==> src/rtl/multicycle_controller_if.sv <==
// multicycle_controller_if
// Groups the opcode/memory-ready inputs and every datapath control output of
// the multi-cycle controller into one bundle.
//   master : controller side (takes opcode/memoryReady, drives the controls)
//   slave  : datapath side (drives opcode/memoryReady, consumes the controls)
// Parameter COUNT_W sets the width of the retired-instruction counter.
interface multicycle_controller_if #(
  parameter int COUNT_W = 32
);
  logic [6:0]         opcode;
  logic               memoryReady;
  logic               pcWrite;
  logic               irWrite;
  logic               branch;
  logic               regWrite;
  logic               memoryToRegister;
  logic               ALUSrc;
  logic               memoryRead;
  logic               memoryWrite;
  logic [1:0]         ALUOp;
  logic               trap;
  logic [1:0]         trapCause;
  logic [3:0]         state;
  logic [COUNT_W-1:0] retired;

  modport master (
    input  opcode, memoryReady,
    output pcWrite, irWrite, branch, regWrite, memoryToRegister, ALUSrc,
           memoryRead, memoryWrite, ALUOp, trap, trapCause, state, retired
  );

  modport slave (
    output opcode, memoryReady,
    input  pcWrite, irWrite, branch, regWrite, memoryToRegister, ALUSrc,
           memoryRead, memoryWrite, ALUOp, trap, trapCause, state, retired
  );
endinterface

==> src/rtl/multicycle_controller.sv <==
// multicycle_controller
// Main control FSM for the multi-cycle RISC-V datapath. Steps each
// instruction through fetch / decode / execute / memory / write-back, waits
// on memoryReady in the memory states, traps (sticky) on illegal opcodes or
// a memory that stays not-ready too long, and counts retired instructions.
// Ports:
//   clock : rising-edge clock
//   reset : asynchronous active-high reset
//   bus   : multicycle_controller_if.master (opcode, memoryReady in; PC/IR
//           enables, datapath controls, trap/trapCause, state, retired out)
// Parameters:
//   MEM_TIMEOUT : consecutive not-ready cycles that trip the trap (0 = off)
//   COUNT_W     : retired counter width (must match the interface)
// Configuration macro:
//   CONTROLLER_ITYPE_EN : when defined, opcode 0010011 executes via EXEC_I;
//                         otherwise it is treated as illegal.
module multicycle_controller #(
  parameter int MEM_TIMEOUT = 15,
  parameter int COUNT_W     = 32
) (
  input logic                    clock,
  input logic                    reset,
  multicycle_controller_if.master bus
);

  localparam int WAIT_W = (MEM_TIMEOUT > 0) ? $clog2(MEM_TIMEOUT + 1) : 1;

  localparam logic [6:0] OP_RTYPE  = 7'b0110011;
  localparam logic [6:0] OP_ITYPE  = 7'b0010011;
  localparam logic [6:0] OP_LOAD   = 7'b0000011;
  localparam logic [6:0] OP_STORE  = 7'b0100011;
  localparam logic [6:0] OP_BRANCH = 7'b1100011;

  localparam logic [1:0] CAUSE_ILLEGAL = 2'b01;
  localparam logic [1:0] CAUSE_TIMEOUT = 2'b10;

  typedef enum logic [3:0] {
    S_IDLE      = 4'd0,
    S_FETCH     = 4'd1,
    S_DECODE    = 4'd2,
    S_EXEC_R    = 4'd3,
    S_EXEC_I    = 4'd4,
    S_ADDR      = 4'd5,
    S_MEM_READ  = 4'd6,
    S_MEM_WRITE = 4'd7,
    S_WB_ALU    = 4'd8,
    S_WB_MEM    = 4'd9,
    S_BRANCH    = 4'd10,
    S_TRAP      = 4'd15
  } state_t;

  typedef struct packed {
    logic       branch;
    logic       reg_write;
    logic       mem_to_reg;
    logic       alu_src;
    logic       mem_read;
    logic       mem_write;
    logic [1:0] alu_op;
    logic       trap;
  } ctrl_t;

  // Moore control decode; registered against the next state so the flops
  // always hold the decode of the current state.
  function automatic ctrl_t decode_ctrl(input state_t s);
    ctrl_t c;
    c = '0;
    case (s)
      S_FETCH:     c.mem_read = 1'b1;
      S_EXEC_R:    c.alu_op = 2'b10;
      S_EXEC_I:    begin c.alu_op = 2'b11; c.alu_src = 1'b1; end
      S_ADDR:      c.alu_src = 1'b1;
      S_MEM_READ:  begin c.mem_read = 1'b1; c.alu_src = 1'b1; end
      S_MEM_WRITE: begin c.mem_write = 1'b1; c.alu_src = 1'b1; end
      S_WB_ALU:    c.reg_write = 1'b1;
      S_WB_MEM:    begin c.reg_write = 1'b1; c.mem_to_reg = 1'b1; end
      S_BRANCH:    begin c.branch = 1'b1; c.alu_op = 2'b01; end
      S_TRAP:      c.trap = 1'b1;
      default:     c = '0;
    endcase
    return c;
  endfunction

  state_t             state_q, state_d;
  ctrl_t              ctrl_q;
  logic [1:0]         cause_q, cause_d;
  logic [WAIT_W-1:0]  wait_q, wait_d;
  logic [COUNT_W-1:0] retired_q, retired_d;
  logic               in_mem_state;
  logic               mem_stall;
  logic               timeout;

  assign in_mem_state = (state_q == S_FETCH) || (state_q == S_MEM_READ) ||
                        (state_q == S_MEM_WRITE);
  assign mem_stall    = in_mem_state && !bus.memoryReady;
  // The MEM_TIMEOUT-th consecutive stall cycle trips; ready in that cycle wins.
  assign timeout      = (MEM_TIMEOUT != 0) && mem_stall &&
                        (wait_q == WAIT_W'(MEM_TIMEOUT - 1));

  always_comb begin
    state_d   = state_q;
    cause_d   = cause_q;
    wait_d    = wait_q;
    retired_d = retired_q;

    case (state_q)
      S_IDLE: state_d = S_FETCH;
      S_FETCH: begin
        if (bus.memoryReady) state_d = S_DECODE;
        else if (timeout) begin state_d = S_TRAP; cause_d = CAUSE_TIMEOUT; end
      end
      S_DECODE: begin
        case (bus.opcode)
          OP_RTYPE:           state_d = S_EXEC_R;
          OP_LOAD, OP_STORE:  state_d = S_ADDR;
          OP_BRANCH:          state_d = S_BRANCH;
`ifdef CONTROLLER_ITYPE_EN
          OP_ITYPE:           state_d = S_EXEC_I;
`endif
          default: begin
            state_d = S_TRAP;
            cause_d = CAUSE_ILLEGAL;
          end
        endcase
      end
      S_EXEC_R, S_EXEC_I: state_d = S_WB_ALU;
      S_ADDR: state_d = (bus.opcode == OP_LOAD) ? S_MEM_READ : S_MEM_WRITE;
      S_MEM_READ: begin
        if (bus.memoryReady) state_d = S_WB_MEM;
        else if (timeout) begin state_d = S_TRAP; cause_d = CAUSE_TIMEOUT; end
      end
      S_MEM_WRITE: begin
        if (bus.memoryReady) state_d = S_FETCH;
        else if (timeout) begin state_d = S_TRAP; cause_d = CAUSE_TIMEOUT; end
      end
      S_WB_ALU, S_WB_MEM, S_BRANCH: state_d = S_FETCH;
      S_TRAP: state_d = S_TRAP;
      default: state_d = S_IDLE;
    endcase

    // Any state change clears the stall count, so each memory state starts at 0.
    if (state_d != state_q) wait_d = '0;
    else if (mem_stall)     wait_d = wait_q + 1'b1;

    if ((state_d == S_FETCH) &&
        ((state_q == S_WB_ALU) || (state_q == S_WB_MEM) ||
         (state_q == S_MEM_WRITE) || (state_q == S_BRANCH)))
      retired_d = retired_q + COUNT_W'(1);
  end

  always_ff @(posedge clock or posedge reset) begin
    if (reset) begin
      state_q   <= S_IDLE;
      ctrl_q    <= '0;
      cause_q   <= '0;
      wait_q    <= '0;
      retired_q <= '0;
    end else begin
      state_q   <= state_d;
      ctrl_q    <= decode_ctrl(state_d);
      cause_q   <= cause_d;
      wait_q    <= wait_d;
      retired_q <= retired_d;
    end
  end

  // PC/IR loads fire in the same cycle the fetch completes.
  assign bus.pcWrite          = (state_q == S_FETCH) && bus.memoryReady;
  assign bus.irWrite          = (state_q == S_FETCH) && bus.memoryReady;
  assign bus.branch           = ctrl_q.branch;
  assign bus.regWrite         = ctrl_q.reg_write;
  assign bus.memoryToRegister = ctrl_q.mem_to_reg;
  assign bus.ALUSrc           = ctrl_q.alu_src;
  assign bus.memoryRead       = ctrl_q.mem_read;
  assign bus.memoryWrite      = ctrl_q.mem_write;
  assign bus.ALUOp            = ctrl_q.alu_op;
  assign bus.trap             = ctrl_q.trap;
  assign bus.trapCause        = cause_q;
  assign bus.state            = state_q;
  assign bus.retired          = retired_q;

endmodule
==> src/flat_wrapper.sv <==
// flat-port wrapper written by rule: the top's interface ports become plain ports
module multicycle_controller_flat 
#(
  parameter int MEM_TIMEOUT = 15,
  parameter int COUNT_W     = 32
)
  (clock, reset, bus_opcode, bus_memoryReady, bus_pcWrite, bus_irWrite, bus_branch, bus_regWrite, bus_memoryToRegister, bus_ALUSrc, bus_memoryRead, bus_memoryWrite, bus_ALUOp, bus_trap, bus_trapCause, bus_state, bus_retired);
  multicycle_controller_if #(.COUNT_W(COUNT_W)) bus_i ();
  input logic clock;
  input logic reset;
  input wire logic [$bits(bus_i.opcode)-1:0] bus_opcode;
  input wire logic [$bits(bus_i.memoryReady)-1:0] bus_memoryReady;
  output wire logic [$bits(bus_i.pcWrite)-1:0] bus_pcWrite;
  output wire logic [$bits(bus_i.irWrite)-1:0] bus_irWrite;
  output wire logic [$bits(bus_i.branch)-1:0] bus_branch;
  output wire logic [$bits(bus_i.regWrite)-1:0] bus_regWrite;
  output wire logic [$bits(bus_i.memoryToRegister)-1:0] bus_memoryToRegister;
  output wire logic [$bits(bus_i.ALUSrc)-1:0] bus_ALUSrc;
  output wire logic [$bits(bus_i.memoryRead)-1:0] bus_memoryRead;
  output wire logic [$bits(bus_i.memoryWrite)-1:0] bus_memoryWrite;
  output wire logic [$bits(bus_i.ALUOp)-1:0] bus_ALUOp;
  output wire logic [$bits(bus_i.trap)-1:0] bus_trap;
  output wire logic [$bits(bus_i.trapCause)-1:0] bus_trapCause;
  output wire logic [$bits(bus_i.state)-1:0] bus_state;
  output wire logic [$bits(bus_i.retired)-1:0] bus_retired;
  assign bus_i.opcode = bus_opcode;
  assign bus_i.memoryReady = bus_memoryReady;
  assign bus_pcWrite = bus_i.pcWrite;
  assign bus_irWrite = bus_i.irWrite;
  assign bus_branch = bus_i.branch;
  assign bus_regWrite = bus_i.regWrite;
  assign bus_memoryToRegister = bus_i.memoryToRegister;
  assign bus_ALUSrc = bus_i.ALUSrc;
  assign bus_memoryRead = bus_i.memoryRead;
  assign bus_memoryWrite = bus_i.memoryWrite;
  assign bus_ALUOp = bus_i.ALUOp;
  assign bus_trap = bus_i.trap;
  assign bus_trapCause = bus_i.trapCause;
  assign bus_state = bus_i.state;
  assign bus_retired = bus_i.retired;
  multicycle_controller #(.MEM_TIMEOUT(MEM_TIMEOUT), .COUNT_W(COUNT_W)) u_core (.clock(clock), .reset(reset), .bus(bus_i));
endmodule
==> config.mk <==
export PLATFORM = sky130hd
export DESIGN_NAME = multicycle_controller_flat
export DESIGN_NICKNAME = d
export VERILOG_FILES = /design/src/rtl/multicycle_controller_if.sv /design/src/rtl/multicycle_controller.sv /design/src/flat_wrapper.sv
export SDC_FILE = /design/constraint.sdc
export NUM_CORES = 1
export LEC_CHECK = 0
export BUFFER_PORTS_ARGS = -buffer_cell sky130_fd_sc_hd__buf_4
export CORE_ASPECT_RATIO = 0.7
export CORE_MARGIN = 5
export CORE_UTILIZATION = 47
export CTS_CLUSTER_DIAMETER = 50
export DETAILED_ROUTE_END_ITERATION = 8
export GPL_TIMING_DRIVEN = 0
export PLACE_DENSITY = 0.78
export SKIP_LAST_GASP = 1
export SLEW_MARGIN = 40
export SYNTH_ARGS = -nofsm -noshare
export SYNTH_HDL_FRONTEND = slang
export SYNTH_SLANG_ARGS = --single-unit
==> constraint.sdc <==
create_clock -name clock -period 2.25 [get_ports clock]
set_input_delay 0.3375 -clock clock [delete_from_list [all_inputs] [get_ports clock]]
set_output_delay 0.3375 -clock clock [all_outputs]
set_load 0.02 [all_outputs]
; After elaboration in Yosys (flattened, before gate mapping)
; Index checks and enable logic that the tools add are counted.
[classes]
add_sub_neg = 2
n_eq_ne = 30
reduce_logical = 22
mux = 21
[op_table]
columns = op, n
row1 = $eq 4x4->1 const B, 9
row2 = $add 32x1->32 const B, 1
row3 = $eq 4x3->1 const B, 8
row4 = $pmux 4 s8, 1
row5 = $mux 4, 6
row6 = $eq 7x6->1 const B, 2
row7 = $eq 4x2->1 const B, 3
row8 = $pmux 4 s3, 1
row9 = $reduce_or 4->1, 3
row10 = $eq 4x1->1 const B, 2
row11 = $mux 1, 8
row12 = $reduce_or 2->1, 4
row13 = $eq 7x2->1 const B, 1
row14 = $eq 7x7->1 const B, 1
row15 = $mux 2, 3
row16 = $pmux 2 s3, 1
row17 = $logic_or 1x1->1, 5
row18 = $add 4x1->4 const B, 1
row19 = $logic_and 1x1->1, 4
row20 = $logic_not 4->1, 1
row21 = $ne 2x2->1 const B, 2
row22 = $ne 4x4->1, 1
row23 = $pmux 2 s2, 1
row24 = $reduce_and 4->1, 1
row25 = other kinds (4), 5
[word_totals]
out_inout_bits = 49
reg_bits = 51

; Depth between registers and ports, before layout
; Gate-level depths: netlist of run 1.
[logic_depth]
depth_word = 11
mapped_depth = 9

; Least setup slack after synthesis of run 1
; OpenSTA, ideal clock, no wires.
[synth_timing]
kind = reg2reg
from = reg u_core.state_q[0] (netlist: u_core.bus.state[0])
to = reg u_core.retired_q[1] (netlist: u_core.bus.retired[1])
path_slack_ns = 0.054
n_path_buf = 0
synth_period_minus_slack_ns = 2.196
setup_time_ns = 0.125
arrival_time_ns = 2.071
path_stages_with_launch = 6
path_cell_list = dfrtp_1 -> or3b_2 -> nor2_1 -> nor2_1 -> nand4_1 -> mux2_2
[synth_between]
elab_chain_cells = 10
[synth_lines]
columns = element, line
row1 = "start, declared", multicycle_controller.sv:84  ; state_t state_q, state_d;
row2 = "start signal, assigned", multicycle_controller.sv:159  ; state_q <= state_d;
row3 = $eq 4x1->1 or $eq 4x3->1 (tied branches), "multicycle_controller.sv:93, multicycle_controller.sv:106"
row4 = $logic_or 1x1->1 (2 in series), multicycle_controller.sv:93  ; assign in_mem_state = (state_q == S_FETCH) || (state_q == S_MEM_READ) ||
row5 = $logic_and 1x1->1, multicycle_controller.sv:95  ; assign mem_stall = in_mem_state && !bus.memoryReady;
row6 = $logic_and 1x1->1, multicycle_controller.sv:97  ; assign timeout = (MEM_TIMEOUT != 0) && mem_stall &&
row7 = $mux 4, "multicycle_controller.sv:110, multicycle_controller.sv:130, multicycle_controller.sv:134"
row8 = "$mux 4, on equally long branches", "multicycle_controller.sv:133, multicycle_controller.sv:109, multicycle_controller.sv:129"
row9 = $pmux 4 s8, multicycle_controller.sv:106  ; case (state_q)
row10 = $eq 4x1->1, multicycle_controller.sv:145  ; if ((state_d == S_FETCH) &&
row11 = $logic_and 1x1->1 (*), multicycle_controller.sv:145
row12 = "end signal, assigned", multicycle_controller.sv:163  ; retired_q <= retired_d;
row13 = "end, declared", multicycle_controller.sv:88  ; logic [COUNT_W-1:0] retired_q, retired_d;
; Mark *: on every way between the ends. The rest lies on a longest branch, timed or not.
; A chain may end at the register's enable or synchronous reset.

; Worst setup path in the final report of run 1
[layout_timing]
from = reg u_core.state_q[3] (netlist: u_core.bus.state[3])
to = reg u_core.retired_q[1] (netlist: u_core.bus.retired[1])
; The elaborated chain is that of the path after synthesis.

==> results of run 1 <==
-- cell type report --
cell class,instances,area [sq um],share of cell area [%]
multi-input cells,191,1320,39.59
inverters,11,43.79,1.313
clock inverters,3,15.01,0.4503
flip-flops and latches,51,1276,38.27
clock buffers,5,68.82,2.064
plain buffers,6,43.79,1.313
well taps,75,93.84,2.814
repair buffers,61,473.0,14.18
-- cell usage in the layout, fill, tap and decap left out, types with 2 or more instances in the layout --
master    count
dfrtp_1      51
nor3_1       16
nand4_1       7
nor3_4        2
or2_2         2
clkbuf_8      5
nand4b_1      2
and2_1        4
buf_4        62
clkinv_2      3
a21oi_1       8
o21ai_2       2
and3_1        8
nor2b_1       5
and4_1        2
nor2_1       18
o21ai_0       7
inv_1        10
nand3_2       2
buf_2         2
mux2i_1       2
ha_1          3
xnor2_1      21
nand2b_1      2
nand3_1      12
nand2_1      22
xor2_1       15
and4b_1       2
-- cells in the mapped netlist (all sizes together) (2+ instances only) --
library cell  number  area share [%]
mux2i              2            0.75
and3               9             2.3
or3b               2            0.66
nor2b              5             1.2
buf                6             1.6
inv               11             1.5
xnor2             21             6.9
or2                3            0.80
nor4b              2             1.5
dfrtp             51              48
ha                 3             1.4
nand3             14             3.0
xor2              15             4.9
nor2              19             2.7
nand2b             2            0.47
a21oi              8             1.5
nand4b             2            0.66
o21a               2            0.84
o21ai              9             2.0
nand2             22             3.1
and4               3             1.1
and4b              2            0.75
nor3              18             4.2
nand4              8             2.1
a211oi             2            0.56
and2               4            0.94
-- how the worst max path moves through the flow --
stage	endpoint	slack, ps
after floorplan	u_core.bus.retired[1]$_DFFE_PP0P_	50
after global placement	u_core.bus.retired[1]$_DFFE_PP0P_	40
after detailed placement	u_core.bus.retired[1]$_DFFE_PP0P_	3
after CTS	u_core.bus.retired[1]$_DFFE_PP0P_	20
after global routing	u_core.bus.retired[1]$_DFFE_PP0P_	-9
final	u_core.bus.retired[1]$_DFFE_PP0P_	90
-- power by group through the flow --
stage	logic, mW	clock network, mW	registers (mW)
2_1_floorplan	0.0207	0	0.937
3_3_place_gp	0.0445	0	0.936
3_5_place_dp	0.0509	0	0.936
4_1_cts	0.0525	0.522	0.917
5_1_grt	0.0576	0.559	0.918
6_report	0.0509	0.511	0.917
-- sequential cells by signal (all words and copies together), names as in the netlist, 2 cells and up --
signal / count
u_core.bus.state: 4
u_core.wait_q: 4
u_core.bus.retired: 32
u_core.bus.ALUOp: 2
u_core.bus.trapCause: 2
-- critical path, delay by kind of cell, from the launching register on --
family | cells | cell delay [ps]
compound gates | 1 | 160
flops | 1 | 460
mux | 1 | 370
simple gates | 3 | 1050
-- metrics by stage --
| stage | hold WS (ps) | area, sq um |
|---|---|---|
| after floorplan | 546.7 | 2669 |
| final | 361.7 | 3334 |
| after CTS | 354.1 | 3314 |
| after detailed placement | 249.2 | 3221 |
| after global routing | 362.3 | 3334 |
| after global placement | 462.3 | 3198 |
-- cells by family after synthesis --
kind of cell             count (synthesis)  share of synthesized area, %
AND/OR/NAND/NOR                        121                         27.47
flip-flops                              51                         47.82
XOR/XNOR                                36                         11.81
AO/OA/AOI/OAI                           28                         7.126
buffers and inverters                   17                         3.188
multiplexers                             3                         1.172
adder cells (fa/ha/maj)                  3                         1.407
-- layer usage --
metal / track usage [%] / up-vias / wire (microns)
met1: 24.33 / 1015 / 2904
li1: - / 1035 / -
met2: 26.76 / 62 / 2603
met3: 4.011 / 7 / 385
met5: 0 / - / 0
met4: 4.783 / 0 / 65
-- what timing repair did --
item                                    4_1_cts  5_1_grt
hold buffers                                  1        0
resized for setup                             0        3
endpoints found under the setup margin        0       26
hold endpoints to repair                      9        0
buffers inserted                              0        1
==> flow_summary.yaml, run 1 <==
worst_hold_path:
  worstHoldStart: "bus_opcode[4]"
  min_path_type: "input port to flip-flop"
  whs_endpoint: "u_core.bus.ALUOp[0]$_DFF_PP0_"
  hold_depth: 2
routing:
  totalWireLength_microns: 5959
  dr.first_iter.drc_count: 151
  via_per_inst: 5.258
  drcViolationCount: 0
  num_vias: 2119
  firstDrtPassIters: 4
  ant_nets: 0
  wl_per_cell_microns: 14.79
synthesis:
  yosysWarnings: 0
  synth_seq_area_share_pct: 47.82
  synth_cells: 259
  syn-num-nets: 272
  async_flop_share_pct: 100.0
  synth_ff_type: "dfrtp_1"
  synth.distinct_cells: 52
  ys_seq_elements: 51
  syn_avg_cell_area_sq_um: 10.30
  synth_edf_count: 0
  syn_area_sq_mm: 0.002669
floorplanning:
  die-area_sq_mm: 0.007309
  fp.coreArea_sq_mm: 0.005612
  io_pins: 59
  die_h_microns: 73.05
  initial_core_util_pct: 47.56
  row_count: 23
  die_w_microns: 100.1
clock_tree:
  clkTransAtPathRegs_ps: 90
  cts_buffer_depth: 2
  clock_sinks: 51
  root_buffer: "clkbuf_8"
  numCtsBuffers: 5
  clk_latency_ps: 300
  cts_max_level: 2
  cts_tree: "done"
timing:
  min_period_over_period_pct: 96.08
  fin_skew_ps: 5.176
  max_slew.worst_pin.slew_ps: 508.7
  maxSlewViolCount: 0
  finalHoldViolations: 0
  relSlewSlack_pct: 65.80
  setup_violations: 0
  fmax_mhz: 462.6
  period_minus_slack_ps: 2162
  worst_slack_ps: 88.29
  rsz0062_at_grt: "yes"
  setup_tns_ps: 0
setup_path:
  rr_endpoint: "u_core.bus.retired[1]$_DFFE_PP0P_"
  worst_path_max_delay_cell: "or4_4"
  crit_chain: "or2_4 -> or4_4 -> o21a_4 -> nand4_1 -> mux2_2"
  path_max_fanout: 7
  rrSetupSlack_ps: 90
  critPathLaunchType: "flip-flop"
  endpoint_kind: "flip-flop"
  arrival_ps: 2350
  crit_start: "u_core.bus.state[3]$_DFF_PP0_"
  worstSetupPathType: "flip-flop to flip-flop"
  required_ps: 2440
  rr_worst_depth: 5
  slowest_delay_ps: 500
  r2r_start: "u_core.bus.state[3]$_DFF_PP0_"
global_routing:
  track_usage_pct: 17.21
  antenna_found_initial: 0
  grt_pass1_wl_microns: 10110
  grt_max_degree: 43
  grt_pass1_vias: 2120
  overflow: 0
placed_design:
  dp_cells: 393
  gp_congestion: 0.8498
  hpwlAfterDp_microns: 4493
  numPortBuffers: 58
  place_ws_ps: 3.000
layout:
  layout.nets: 340
  stdcell_count: 403
  diodes: 0
  fillers: 492
  layout-drive-gt1-share_pct: 29.88
  final_util_pct: 59.42
  areaGrowthSynthToFinish_pct: 24.94
power_and_ir_drop:
  power.internal_mw: 1.151
  ir_drop_uv: 252.0
  total_power_mw: 1.479
  combPwrFrac_pct: 3.4
  switching_power_uw: 327.7
  seqPwrFrac_pct: 62.0
  leakagePower_nw: 1.627
  p_per_area_mw_per_mm2: 443.6
  p_sw_share_pct: 22.16
  clockPowerShare_pct: 34.5
outcome:
  status: "finished, final reports clean"
flow_run:
  maxCapViolations: 0
Power figures use the tool's default switching activity.
==> run 2, diff against run 1 <==
Settings changed: CORE_UTILIZATION 47 to 40, PLACE_DENSITY 0.78 to 0.69, SETUP_SLACK_MARGIN set to 0.02.
==> flow_summary.yaml, run 2 (synthesized netlist as in run 1, its figures left out) <==
timing:
  setup_tns_ps: 0
  fin_skew_ps: 6.250
  period_minus_slack_ps: 2106
  max_slew.worst_pin.slew_ps: 415.1
  fin_hold_ws_ps: 367.1
  setup_violations: 0
  maxSlewViolCount: 0
  finalHoldViolations: 0
  relSlewSlack_pct: 72.03
  worst_slack_ps: 143.9
  rsz0062_at_grt: "no"
  fmax_mhz: 474.8
  min_period_over_period_pct: 93.60
floorplanning:
  initial_core_util_pct: 41.92
  die_w_microns: 107.6
  die_h_microns: 78.34
  row_count: 24
  die-area_sq_mm: 0.008432
  io_pins: 59
  fp.coreArea_sq_mm: 0.006366
setup_path:
  required_ps: 1910
  crit_start: "u_core.bus.state[1]$_DFF_PP0_"
  crit_buf_inv: 2
  cp_common_cell: "buf_4"
  critical-path-top-delay-family: "simple AND/OR/NAND/NOR gates"
  critPathLaunchType: "flip-flop"
  arrival_ps: 1770
  crit_chain: "or3b_2 -> nor2_2 -> buf_4 -> buf_4"
  slowest_delay_ps: 560
  endpoint_kind: "output pin"
  worst_path_max_delay_cell: "or3b_2"
  r2r_start: "u_core.bus.state[1]$_DFF_PP0_"
  worstSetupPathType: "flip-flop to output pin"
  path_max_fanout: 8
clock_tree:
  root_buffer: "clkbuf_8"
  clock_sinks: 51
  cts_max_level: 2
  clk_latency_ps: 300
  cts_tree: "done"
  cts_buffer_depth: 2
  clkTransAtPathRegs_ps: 90
  numCtsBuffers: 5
layout:
  areaGrowthSynthToFinish_pct: 28.50
  final_cell_area_sq_mm: 0.003430
  fillers: 598
  layout-drive-gt1-share_pct: 31.82
  final_cell_mix: "buf_4, dfrtp_1, nand2_1"
  layout.nets: 342
  largest_reg_flops: 32
  final_util_pct: 53.87
  diodes: 0
  stdcell_count: 421
  final_common_cell: "buf_4"
power_and_ir_drop:
  leakagePower_nw: 1.663
  ir_drop_uv: 210.7
  total_power_mw: 1.640
  p_per_area_mw_per_mm2: 478.3
placed_design:
  dp_cells: 409
  hpwlAfterDp_microns: 4661
  numPortBuffers: 58
  gp_congestion: 0.8583
  placed_area_sq_mm: 0.003241
  place_ws_ps: -14.18
global_routing:
  antenna_found_initial: 0
  grt_pass1_wl_microns: 10300
  overflow: 0
  track_usage_pct: 15.15
  grt_max_degree: 42
  grt_pass1_vias: 2038
flow_run:
  maxCapViolations: 0
routing:
  dr.first_iter.drc_count: 70
  firstDrtPassIters: 4
  via_per_inst: 5.195
  totalWireLength_microns: 6196
  ant_nets: 0
  wl_per_cell_microns: 14.72
  num_vias: 2187
  drcViolationCount: 0
worst_hold_path:
  worstHoldStart: "bus_opcode[4]"
  min_path_type: "input port to flip-flop"
outcome:
  status: "finished, final reports clean"
run 2: worst paths after layout:
kind / end / slack (ps) / depth (start not counted)
worst min register to register: u_core.bus.retired[31]$_DFFE_PP0P_ / 470 / 1
worst max register to register: u_core.bus.ALUOp[1]$_DFF_PP0_ / 160 / 6
min in group asynchronous: u_core.bus.ALUSrc$_DFF_PP0_ / 470 / 3
max in group asynchronous: u_core.bus.retired[25]$_DFFE_PP0P_ / 1340 / 4
worst max-delay path: bus_pcWrite / 140 / 4
worst min-delay path: u_core.bus.ALUOp[0]$_DFF_PP0_ / 370 / 2
run 2: area by class of cell:
type                            instances  area, sq um  share of cell area [%]
Tap cell                               91        113.9                   3.320
Multi-Input combinational cell        191         1340                   39.07
Timing Repair Buffer                   63        488.0                   14.23
Buffer                                  6        43.79                   1.277
Clock inverter                          2        38.79                   1.131
Sequential cell                        51         1279                   37.29
Inverter                               11        43.79                   1.277
Clock buffer                            6        82.58                   2.408
run 2: routing by layer:
metal,up-vias,global-route usage (%),part of all wire [%]
li1,1044,-,-
met1,1071,23.49,50
met2,65,20.97,41
met3,7,4.180,8.5
met4,0,3.026,0.60
met5,-,0,0
run 2: timing repair:
item,CTS,global route
resized for setup,1,8
endpoints found under the setup margin,2,18
hold buffers,1,0
hold endpoints to repair,10,0
pin swaps,0,1
buffers inserted,1,2
run 2: power by group:
| group | leakage, nW | total, mW | switching (mW) | internal [mW] |
|---|---|---|---|---|
| combinational | 0.938 | 0.0512 | 0.0298 | 0.0213 |
| sequential | 0.663 | 0.917 | 0.000565 | 0.917 |
| clock | 0.0618 | 0.672 | 0.306 | 0.366 |
==> run 3, diff against run 2 <==
Settings changed: CTS_BUF_LIST set to sky130_fd_sc_hd__clkbuf_8, PLACE_DENSITY 0.69 to 0.71.
Clock period 2.25 ns to 1.8 ns, I/O delays scaled along.
==> flow_summary.yaml, run 3 (synthesized netlist as in run 1, its figures left out) <==
timing:
  min_period_over_period_pct: 114.3
  fin_hold_ws_ps: 325.8
  maxSlewViolCount: 0
  setup_violations: 42
  relSlewSlack_pct: 71.99
  max_slew.worst_pin.slew_ps: 420.1
  fmax_mhz: 486.1
  rsz0062_at_grt: "yes"
  setup_tns_ps: -5035
  worst_slack_ps: -257.1
  fin_skew_ps: 10.47
  period_minus_slack_ps: 2057
  finalHoldViolations: 0
setup_path:
  critPathLaunchType: "flip-flop"
  worstSetupPathType: "flip-flop to flip-flop"
  crit_chain: "or2_4 -> or4_4 -> o21a_4 -> nand4_1 -> mux2_4"
  required_ps: 1980
  arrival_ps: 2240
  r2r_start: "u_core.bus.state[3]$_DFF_PP0_"
  endpoint_kind: "flip-flop"
  worst_path_max_delay_cell: "or4_4"
  path_max_fanout: 6
  slowest_delay_ps: 500
  crit_start: "u_core.bus.state[3]$_DFF_PP0_"
power_and_ir_drop:
  total_power_mw: 2.151
  p_per_area_mw_per_mm2: 560.8
  ir_drop_uv: 443.5
  leakagePower_nw: 1.832
global_routing:
  overflow: 0
  grt_pass1_wl_microns: 11300
  grt_max_degree: 45
  grt_pass1_vias: 2281
  track_usage_pct: 16.41
  antenna_found_initial: 0
layout:
  final_cell_area_sq_mm: 0.003836
  layout-drive-gt1-share_pct: 46.31
  largest_reg_flops: 32
  layout.nets: 364
  diodes: 0
  areaGrowthSynthToFinish_pct: 43.74
  final_common_cell: "buf_4"
  fillers: 553
  final_cell_mix: "buf_4, dfrtp_1, nand2_1, xnor2_1, nor2_1"
routing:
  wl_per_cell_microns: 15.58
  ant_nets: 0
  drcViolationCount: 0
  totalWireLength_microns: 6901
  num_vias: 2227
  firstDrtPassIters: 4
  via_per_inst: 5.027
  dr.first_iter.drc_count: 84
floorplanning:
  fp.coreArea_sq_mm: 0.006366
  io_pins: 59
  initial_core_util_pct: 41.92
  die_h_microns: 78.34
  die_w_microns: 107.6
  row_count: 24
  die-area_sq_mm: 0.008432
worst_hold_path:
  worstHoldStart: "bus_opcode[4]"
  min_path_type: "input port to flip-flop"
clock_tree:
  clock_sinks: 51
  clk_latency_ps: 300
  cts_tree: "done"
  cts_buffer_depth: 2
  numCtsBuffers: 5
  cts_max_level: 2
  root_buffer: "clkbuf_8"
  clkTransAtPathRegs_ps: 90
outcome:
  status: "finished with violations"
  violations: "setup timing"
placed_design:
  hpwlAfterDp_microns: 4769
  place_ws_ps: -402.2
  numPortBuffers: 58
  gp_congestion: 0.8729
  placed_area_sq_mm: 0.003269
flow_run:
  maxCapViolations: 0
[run 3: cell count changes in the layout (fill, tap and decap cells not counted), moves of 3 or more]
cell	previous run	this run
a21oi_1	8	5
nor3_2	0	10
buf_6	1	6
nand2_1	22	19
dfrtp_1	49	44
buf_4	64	82
nor3_1	16	6
dfrtp_2	2	7
[run 3: worst max-delay path, delay by kind of cell, from the launching register on]
kind / cells / cell delay (ps)
flip-flops: 1 / 440
AND/OR/NAND/NOR: 3 / 1010
multiplexers: 1 / 330
AO/OA/AOI/OAI: 1 / 160
[run 3: final cells by class]
class	count	area (sq um)	area share, %
multi-input combinational	191	1539	40.12
clock inverter	3	67.56	1.761
inverter	11	43.79	1.142
tap	91	113.9	2.968
buffer	5	42.54	1.109
timing repair buffer	86	675.6	17.61
sequential	51	1285	33.50
clock buffer	5	68.82	1.794
[run 3: layer usage]
metal | up-vias | part of all wire, % | global-route usage [%]
met2 | 57 | 45 | 25.74
met3 | 9 | 6.0 | 3.852
met5 | - | 0 | 0
met4 | 0 | 1.2 | 4.035
met1 | 1076 | 47 | 23.06
li1 | 1085 | - | -
[run 3: what timing repair did]
action                                 4_1_cts  5_1_grt
resized for setup                           25       29
endpoints found under the hold margin        7        0
setup endpoints to repair                   47       46
hold buffers                                 1        0
buffers inserted                            18        8
pin swaps                                    6       13
[run 3: path summary, 6_finish.rpt]
path                                                      end  slack, ps  cells after the start
setup / recovery            u_core.bus.retired[1]$_DFFE_PP0P_       -260                      5
hold / removal                  u_core.bus.ALUOp[0]$_DFF_PP0_        330                      2
setup reg to reg            u_core.bus.retired[1]$_DFFE_PP0P_       -260                      5
hold reg to reg            u_core.bus.retired[31]$_DFFE_PP0P_        490                      1
max in group asynchronous   u_core.bus.retired[8]$_DFFE_PP0P_        950                      4
min in group asynchronous       u_core.bus.ALUOp[1]$_DFF_PP0_        400                      3
[run 3: metrics by stage]
stage,utilization [%],cells
4_1_cts,57.43,435
3_5_place_dp,51.36,409
3_3_place_gp,51.00,408
2_1_floorplan,-,259
6_report,60.26,443
5_1_grt,60.26,443
[run 3: report_power, final]
part           internal (mW)  switching [mW]
registers               1.15        0.000673
logic                 0.0275          0.0397
clock network          0.554           0.383
